--- src/rtl/risc_v_decode_stage.sv ---
// risc_v_decode_stage: registered RV32I decoder with a one-entry valid/ready output register.
// Illegal encodings decode to a side-effect-free ADD with illegal_o set.
module risc_v_decode_stage #(
    parameter logic [31:0] RESET_PC = 32'h0000_0000
) (
    input  logic        clk_i,
    input  logic        arstn_i,
    input  logic        flush_i,
    input  logic [31:0] instr_i,
    input  logic [31:0] pc_i,
    input  logic        instr_valid_i,
    output logic        instr_ready_o,
    output logic        dec_valid_o,
    input  logic        dec_ready_i,
    output logic [4:0]  alu_op_o,
    output logic [1:0]  src_a_sel_o,
    output logic        src_b_imm_o,
    output logic [31:0] imm_o,
    output logic [4:0]  rs1_addr_o,
    output logic [4:0]  rs2_addr_o,
    output logic [4:0]  rd_addr_o,
    output logic        rd_we_o,
    output logic        mem_req_o,
    output logic        mem_we_o,
    output logic [2:0]  mem_size_o,
    output logic        branch_o,
    output logic        jal_o,
    output logic        jalr_o,
    output logic        illegal_o,
    output logic [31:0] pc_o
);
    localparam logic [4:0] OP = 5'b01100, OP_IMM = 5'b00100, LUI = 5'b01101, AUIPC = 5'b00101;
    localparam logic [4:0] LOAD = 5'b00000, STORE = 5'b01000, BRANCH = 5'b11000;
    localparam logic [4:0] JAL = 5'b11011, JALR = 5'b11001, SYSTEM = 5'b11100, MISC_MEM = 5'b00011;

    typedef struct packed {
        logic [4:0]  alu_op;
        logic [1:0]  src_a_sel;
        logic        src_b_imm;
        logic [31:0] imm;
        logic [4:0]  rs1;
        logic [4:0]  rs2;
        logic [4:0]  rd;
        logic        rd_we;
        logic        mem_req;
        logic        mem_we;
        logic [2:0]  mem_size;
        logic        branch;
        logic        jal;
        logic        jalr;
        logic        illegal;
        logic [31:0] pc;
    } dec_t;

    dec_t        dec, dec_d, dec_q;
    logic        valid_d, valid_q, legal, accept;
    logic [2:0]  f3;
    logic [6:0]  f7;
    logic [31:0] imm_i, imm_s, imm_b, imm_u, imm_j;

    assign f3    = instr_i[14:12];
    assign f7    = instr_i[31:25];
    assign imm_i = {{20{instr_i[31]}}, instr_i[31:20]};
    assign imm_s = {{20{instr_i[31]}}, instr_i[31:25], instr_i[11:7]};
    assign imm_b = {{19{instr_i[31]}}, instr_i[31], instr_i[7], instr_i[30:25], instr_i[11:8], 1'b0};
    assign imm_u = {instr_i[31:12], 12'b0};
    assign imm_j = {{11{instr_i[31]}}, instr_i[31], instr_i[19:12], instr_i[20], instr_i[30:21], 1'b0};

    // ALU codes follow the miriscv layout: {0, funct7[5], funct3} for arithmetic, {11, funct3} for branches
    always_comb begin
        dec   = '0;
        legal = 1'b1;
        case (instr_i[6:2])
            OP: begin
                legal      = f7 == 7'h00 || (f7 == 7'h20 && (f3 == 3'b000 || f3 == 3'b101));
                dec.alu_op = {1'b0, f7[5], f3};
                dec.rd_we  = 1'b1;
            end
            OP_IMM: begin
                legal         = f3 == 3'b001 ? f7 == 7'h00 :
                                f3 == 3'b101 ? (f7 == 7'h00 || f7 == 7'h20) : 1'b1;
                dec.alu_op    = {1'b0, f3 == 3'b101 && f7[5], f3};
                dec.src_b_imm = 1'b1;
                dec.imm       = imm_i;
                dec.rd_we     = 1'b1;
            end
            LUI, AUIPC: begin
                dec.src_a_sel = instr_i[5] ? 2'd2 : 2'd1;
                dec.src_b_imm = 1'b1;
                dec.imm       = imm_u;
                dec.rd_we     = 1'b1;
            end
            LOAD: begin
                legal         = f3 != 3'b011 && f3[2:1] != 2'b11;
                dec.src_b_imm = 1'b1;
                dec.imm       = imm_i;
                dec.mem_req   = 1'b1;
                dec.mem_size  = f3;
                dec.rd_we     = 1'b1;
            end
            STORE: begin
                legal         = f3 < 3'b011;
                dec.src_b_imm = 1'b1;
                dec.imm       = imm_s;
                dec.mem_req   = 1'b1;
                dec.mem_we    = 1'b1;
                dec.mem_size  = f3;
            end
            BRANCH: begin
                legal      = f3[2:1] != 2'b01;
                dec.alu_op = {2'b11, f3};
                dec.branch = 1'b1;
                dec.imm    = imm_b;
            end
            JAL: begin
                dec.src_a_sel = 2'd1;
                dec.src_b_imm = 1'b1;
                dec.imm       = imm_j;
                dec.jal       = 1'b1;
                dec.rd_we     = 1'b1;
            end
            JALR: begin
                legal         = f3 == 3'b000;
                dec.src_b_imm = 1'b1;
                dec.imm       = imm_i;
                dec.jalr      = 1'b1;
                dec.rd_we     = 1'b1;
            end
            SYSTEM, MISC_MEM: legal = 1'b1;
            default: legal = 1'b0;
        endcase
        if (!legal || instr_i[1:0] != 2'b11) begin
            dec         = '0;
            dec.illegal = 1'b1;
        end
        dec.rd_we = dec.rd_we && instr_i[11:7] != 5'd0;
        dec.rs1   = instr_i[19:15];
        dec.rs2   = instr_i[24:20];
        dec.rd    = instr_i[11:7];
        dec.pc    = pc_i;
    end

    assign instr_ready_o = !valid_q || dec_ready_i;
    assign accept        = instr_valid_i && instr_ready_o && !flush_i;

    always_comb begin
        valid_d = flush_i ? 1'b0 : accept ? 1'b1 : valid_q && !dec_ready_i;
        dec_d   = accept ? dec : dec_q;
    end

    always_ff @(posedge clk_i or negedge arstn_i) begin
        if (!arstn_i) begin
            valid_q <= 1'b0;
            dec_q   <= '0;
        end else begin
            valid_q <= valid_d;
            dec_q   <= dec_d;
        end
    end

    assign dec_valid_o = valid_q;
    assign alu_op_o    = dec_q.alu_op;
    assign src_a_sel_o = dec_q.src_a_sel;
    assign src_b_imm_o = dec_q.src_b_imm;
    assign imm_o       = dec_q.imm;
    assign rs1_addr_o  = dec_q.rs1;
    assign rs2_addr_o  = dec_q.rs2;
    assign rd_addr_o   = dec_q.rd;
    assign rd_we_o     = dec_q.rd_we;
    assign mem_req_o   = dec_q.mem_req;
    assign mem_we_o    = dec_q.mem_we;
    assign mem_size_o  = dec_q.mem_size;
    assign branch_o    = dec_q.branch;
    assign jal_o       = dec_q.jal;
    assign jalr_o      = dec_q.jalr;
    assign illegal_o   = dec_q.illegal;
    assign pc_o        = valid_q ? dec_q.pc : RESET_PC;
endmodule

--- config.mk ---
export PLATFORM = sky130hd
export DESIGN_NAME = risc_v_decode_stage
export DESIGN_NICKNAME = d
export VERILOG_FILES = /design/src/rtl/risc_v_decode_stage.sv
export SDC_FILE = /design/constraint.sdc
export NUM_CORES = 1
export LEC_CHECK = 0
export BUFFER_PORTS_ARGS = -buffer_cell sky130_fd_sc_hd__buf_2
export CAP_MARGIN = 20
export CORE_MARGIN = 4
export CORE_UTILIZATION = 30
export DETAILED_ROUTE_END_ITERATION = 7
export SLEW_MARGIN = 25
export SYNTH_ARGS = -nofsm -noshare
export SYNTH_HDL_FRONTEND = slang
export SYNTH_SLANG_ARGS = --single-unit
export TNS_END_PERCENT = 50
--- constraint.sdc ---
create_clock -name clk_i -period 3.1 [get_ports clk_i]
set_input_delay 0.155 -clock clk_i [delete_from_list [all_inputs] [get_ports clk_i]]
set_output_delay 0.155 -clock clk_i [all_outputs]
set_load 0.03 [all_outputs]
# Yosys cells after proc, flatten, opt, wreduce, memory -nomap -nowiden

Cells that the tools add are included.

Register bits: 98
Input port bits: 69
Logic and storage cells: 80

Magnitude comparators: 1
Equality and inequality tests: 17
Mux-type cells: 19
Reduce and logical (&&, ||, !) cells: 26

Operators with widths:

| kind                                          | number |
|---|---|
| one-hot mux 32 bit (5 select lines)           | 1 |
| two-way mux 97 bit                            | 1 |
| two-way mux 32 bit                            | 1 |
| == test 5 bit, second input constant          | 4 |
| == test 5 x 4 -> 1 bit, second input constant | 3 |
| one-hot mux 5 bit (3 select lines)            | 1 |
| OR reduction 7 bit                            | 2 |
| two-way mux 1 bit                             | 11 |
| == test 5 x 3 -> 1 bit, second input constant | 2 |
| == test 7 x 6 -> 1 bit, second input constant | 1 |
| logical AND 1 bit                             | 7 |
| logical NOT 7 bit                             | 1 |
| one-hot mux 1 bit (7 select lines)            | 1 |
| == test 5 x 2 -> 1 bit, second input constant | 1 |
| logical NOT 5 bit                             | 1 |
| logical OR 1 bit                              | 5 |
| nonzero test 5 bit                            | 1 |
| OR reduction 5 bit                            | 1 |
| logical NOT 1 bit                             | 4 |
| inequality test 2 bit, second input constant  | 2 |
| one-hot mux 2 bit (2 select lines)            | 1 |
| OR reduction 2 bit                            | 2 |
| == test 3 x 1 -> 1 bit, second input constant | 1 |
| == test 3 bit, second input constant          | 1 |
| other kinds (7)                               | 7 |

# Longest topological paths before layout

Word-level depth: 9
Gate-level depth with buffers: 8

# Least setup slack after synthesis

OpenSTA, ideal clock, no wires.

Kind: register to register
From: register valid_q (netlist: dec_valid_o)
To: register dec_q, in the netlist mem_req_o
Data arrival time: 2.031 ns
Path slack: 0.982 ns
Cell stages (with the launch flop): 7
Clock period less this slack: 2.118 ns
Cells stage by stage: dfrtp_1 -> nand2b_1 -> nand2_1 -> o41ai_4 -> buf_4 -> nand3_1 -> o211ai_1

Longest elaborated chain between the ends: 4

RTL lines:

| element                         | line | text |
|---|---|---|
| start, declared                 | 56   | `logic valid_d, valid_q, legal, accept;` |
| start signal, assigned          | 156  | `valid_q <= valid_d;` |
| logical NOT 1 bit               | 143  | `assign instr_ready_o = !valid_q \|\| dec_ready_i;` |
| logical OR 1 bit                | 143  |  |
| via instr_ready_o               | 12   | `output logic instr_ready_o,` |
| logical AND 1 bit (2 in series) | 144  | `assign accept = instr_valid_i && instr_ready_o && !flush_i;` |
| end signal, assigned            | 154  | `dec_q <= '0;` |
| end signal, assigned            | 157  | `dec_q <= dec_d;` |
| end, declared                   | 55   | `dec_t dec, dec_d, dec_q;` |

The timed path passes the listed nets, and every way through them passes these cells.
A chain may end at the register's enable or synchronous reset.

# Final worst setup path

From: input port flush_i
To: register dec_q, in the netlist branch_o

Longest elaborated chain between the ends: 2

RTL lines:

| element           | line | text |
|---|---|---|
| start, declared   | 8    | `input logic flush_i,` |
| logical NOT 1 bit | 144  |  |
| logical AND 1 bit | 144  |  |

Every way passes these cells.

==> reports/qor.csv <==
metric;value;unit
drive_above_1_share;26.3;%
ys_warn_count;0;
h-tree-depth;3;
rows;48;
crit_family;buffers and inverters;
drt.antenna.violating_nets;0;
clk_latency;0.35;ns
crit_type;in2reg;
synth_edf_count;0;
final_area;6500;um2
synth_nets;710;
tritoncts.num_buffers;9;
max_freq;461;MHz
cts_root_buf;clkbuf_16;
first_pass_iters;5;
wirelength;16000;um
critPathLaunchType;input pin;
synthCells;641;
grt_antenna_before_repair;2;
synth.top_cell.area_share;45.4;%
hp-class;in2reg;
p_leak;3.32;nW
seq_area_frac_synth;45.4;%
worstPathRequired;3.36;ns
grt_overflow;0;
crit_start;flush_i;
cpMaxStageDelayCell;dlygate4sd3_1;
grt_pass1_wl;25300;um
cp_num_buf_inv;3;
hold_ws;0.0132;ns
die_area;20200;um2
ys_top_cells_by_count;210 x nand2_1, 98 x dfrtp_1, 61 x buf_4;
grt_util_all_layers;15.7;%
ys_ff_latch;98;
r2r-start;dec_valid_o;
area_growth_syn_to_layout;20.2;%
globalplace.congestion;0.841;
synthTopCellsByArea;dfrtp_1 45%, nand2_1 15%, buf_4 8.5%;
drt-vias-per-instance;4.85;
avgSynthCellArea;8.43;um2
cts_setup_buffers;0;
finalCriticalPeriod;2.17;ns
finalHoldViolCount;0;
path_depth;8;
grt_max_degree;102;
pwr_density_cell;469;nW/um2
synth.most_common_cell;nand2_1;
worstSetupEndpoint;branch_o;
async_reset_ff_share;100;%
antenna_cells;0;
slew_violations;0;
clock-sinks;98;
relSlewSlack;40.5;%
drc;0;
nNetsFinal;814;
yosys.cell_types.count;50;
pin_count;168;
dp_hpwl;11200;um
setup_viol;0;
grt_pass1_vias;4528;
critical_path.max_fanout;82;
final.setup_skew;0.00708;ns
fp.dieH;142;um
finish.utilization;37.2;%
synth_largest_area_cell;dfrtp_1;
dpl_cell_area;5980;um2
r2r-end;branch_o;
wl_per_cell;16.5;um
tns;0;ns
r2r_cells;6;
synth_flop_cell;dfrtp_1;
vias;4729;
worstMarginPinSlew;0.884;ns
drv_cap;0;
core-area;17500;um2
io_buffers;167;
initialDrtViolationCount;280;
slowest_delay;0.53;ns
r2r_slack;1.18;ns
rsz0062_at_grt;false;
syn_area;5400;um2
start_util;30.9;%
vdd.ir_drop.worst;251;uV
fin_crit_sh;70.0;%
critPathArrivalTime;2.43;ns
path_cells;dlygate4sd3_1 > buf_2 > nor2b_1 > nand2_4 > o41ai_4 > buf_12 > nand2_1 > o21ai_1;
fillers;1796;
fin_total_pwr;3.05;mW
fp.dieW;142;um
cts_tree;yes;
clock_path_buffers;2;
cts.clk_slew.worst_paths;0.06;ns
end_kind;register;
status;completed;
## worst reg2reg max path, delay by kind of cell (launching register included)
family,cells,cell delay [ns]
compound gates,2,0.56
buf+inv,1,0.34
simple gates,3,0.57
flops,1,0.38
## layout by cell type (no fill, tap or decap), types with 3 or more instances in the layout
master         instances
nand3_1                6
and2_1                44
nor2_1                 4
dlygate4sd3_1         23
a32oi_1               34
buf_4                  5
clkbuf_16              9
o21ai_1               33
inv_1                 10
nand2_1              209
nand4_1                3
a22o_1                 5
nor3b_1                3
o21ai_0               26
a21oi_1                7
nand2b_1               6
buf_2                166
nor2b_1                4
a32o_1                 3
dfrtp_1               98
nor3_1                 4
## flip-flops by register name, summed over array words and instances, names as in the netlist, 2 cells and up
register / cells
imm_o: 32
alu_op_o: 5
dec_q: 32
rs2_addr_o: 5
rs1_addr_o: 5
src_a_sel_o: 2
mem_size_o: 3
rd_addr_o: 5
## per-stage QoR
stage,instances,setup slack [ns]
floorplan,641,0.982
global placement,936,0.761
detailed placement,936,0.753
CTS,975,1.01
global route,975,0.892
finish,975,0.931
## worst min path at each step
stage / to / startpoint / slack [ns] / cells after the start
after floorplan: alu_op_o[0] / arstn_i / -0.14 / 0
after global placement: imm_o[18] / arstn_i / 0.21 / 1
after detailed placement: imm_o[18] / arstn_i / 0.21 / 1
after CTS: dec_q[10] / pc_i[10] / 0.0008 / 3
after global routing: dec_q[13] / pc_i[13] / 0.02 / 3
final: dec_q[3] / pc_i[3] / 0.01 / 3
## kinds of logic (layout without fill, tap and decap cells)
group                  count (synthesis)  after routing  share of synthesized area (%)
AOI/OAI and AO/OA                    131            131                           17.2
buffers and inverters                115            224                           12.5
DFF                                   98             98                           45.4
muxes                                  1              1                          0.185
and+or+nand+nor                      296            296                           24.7
## per-layer routing
metal | share of wire, % | global-route usage, %
met5 | 0.14 | 0
met4 | 0.97 | 3.84
met3 | 7.6 | 3.70
met2 | 45 | 24.7
met1 | 46 | 21.9
## final cells by class
type	count	area [um2]	share of cell area, %
clock buffer	11	243	3.74
clock inverter	5	38.8	0.597
inverter	11	41.3	0.635
multi-input combinational	428	2290	35.3
sequential	98	2450	37.7
tap	225	282	4.33
timing repair buffer	197	1150	17.7
## repair_timing
| item | CTS | global route |
|---|---|---|
| hold endpoints to repair | 65 | 0 |
| gates resized for setup | 0 | 0 |
| hold buffers | 23 | 0 |
## where the power goes
group	leakage [nW]	internal [mW]	switching, mW	total [mW]
Clock	0.136	0.571	0.495	1.07
Sequential	1.29	1.37	0.0427	1.41
Combinational	1.89	0.181	0.387	0.568
No activity file was read; power rests on OpenSTA's default activity.
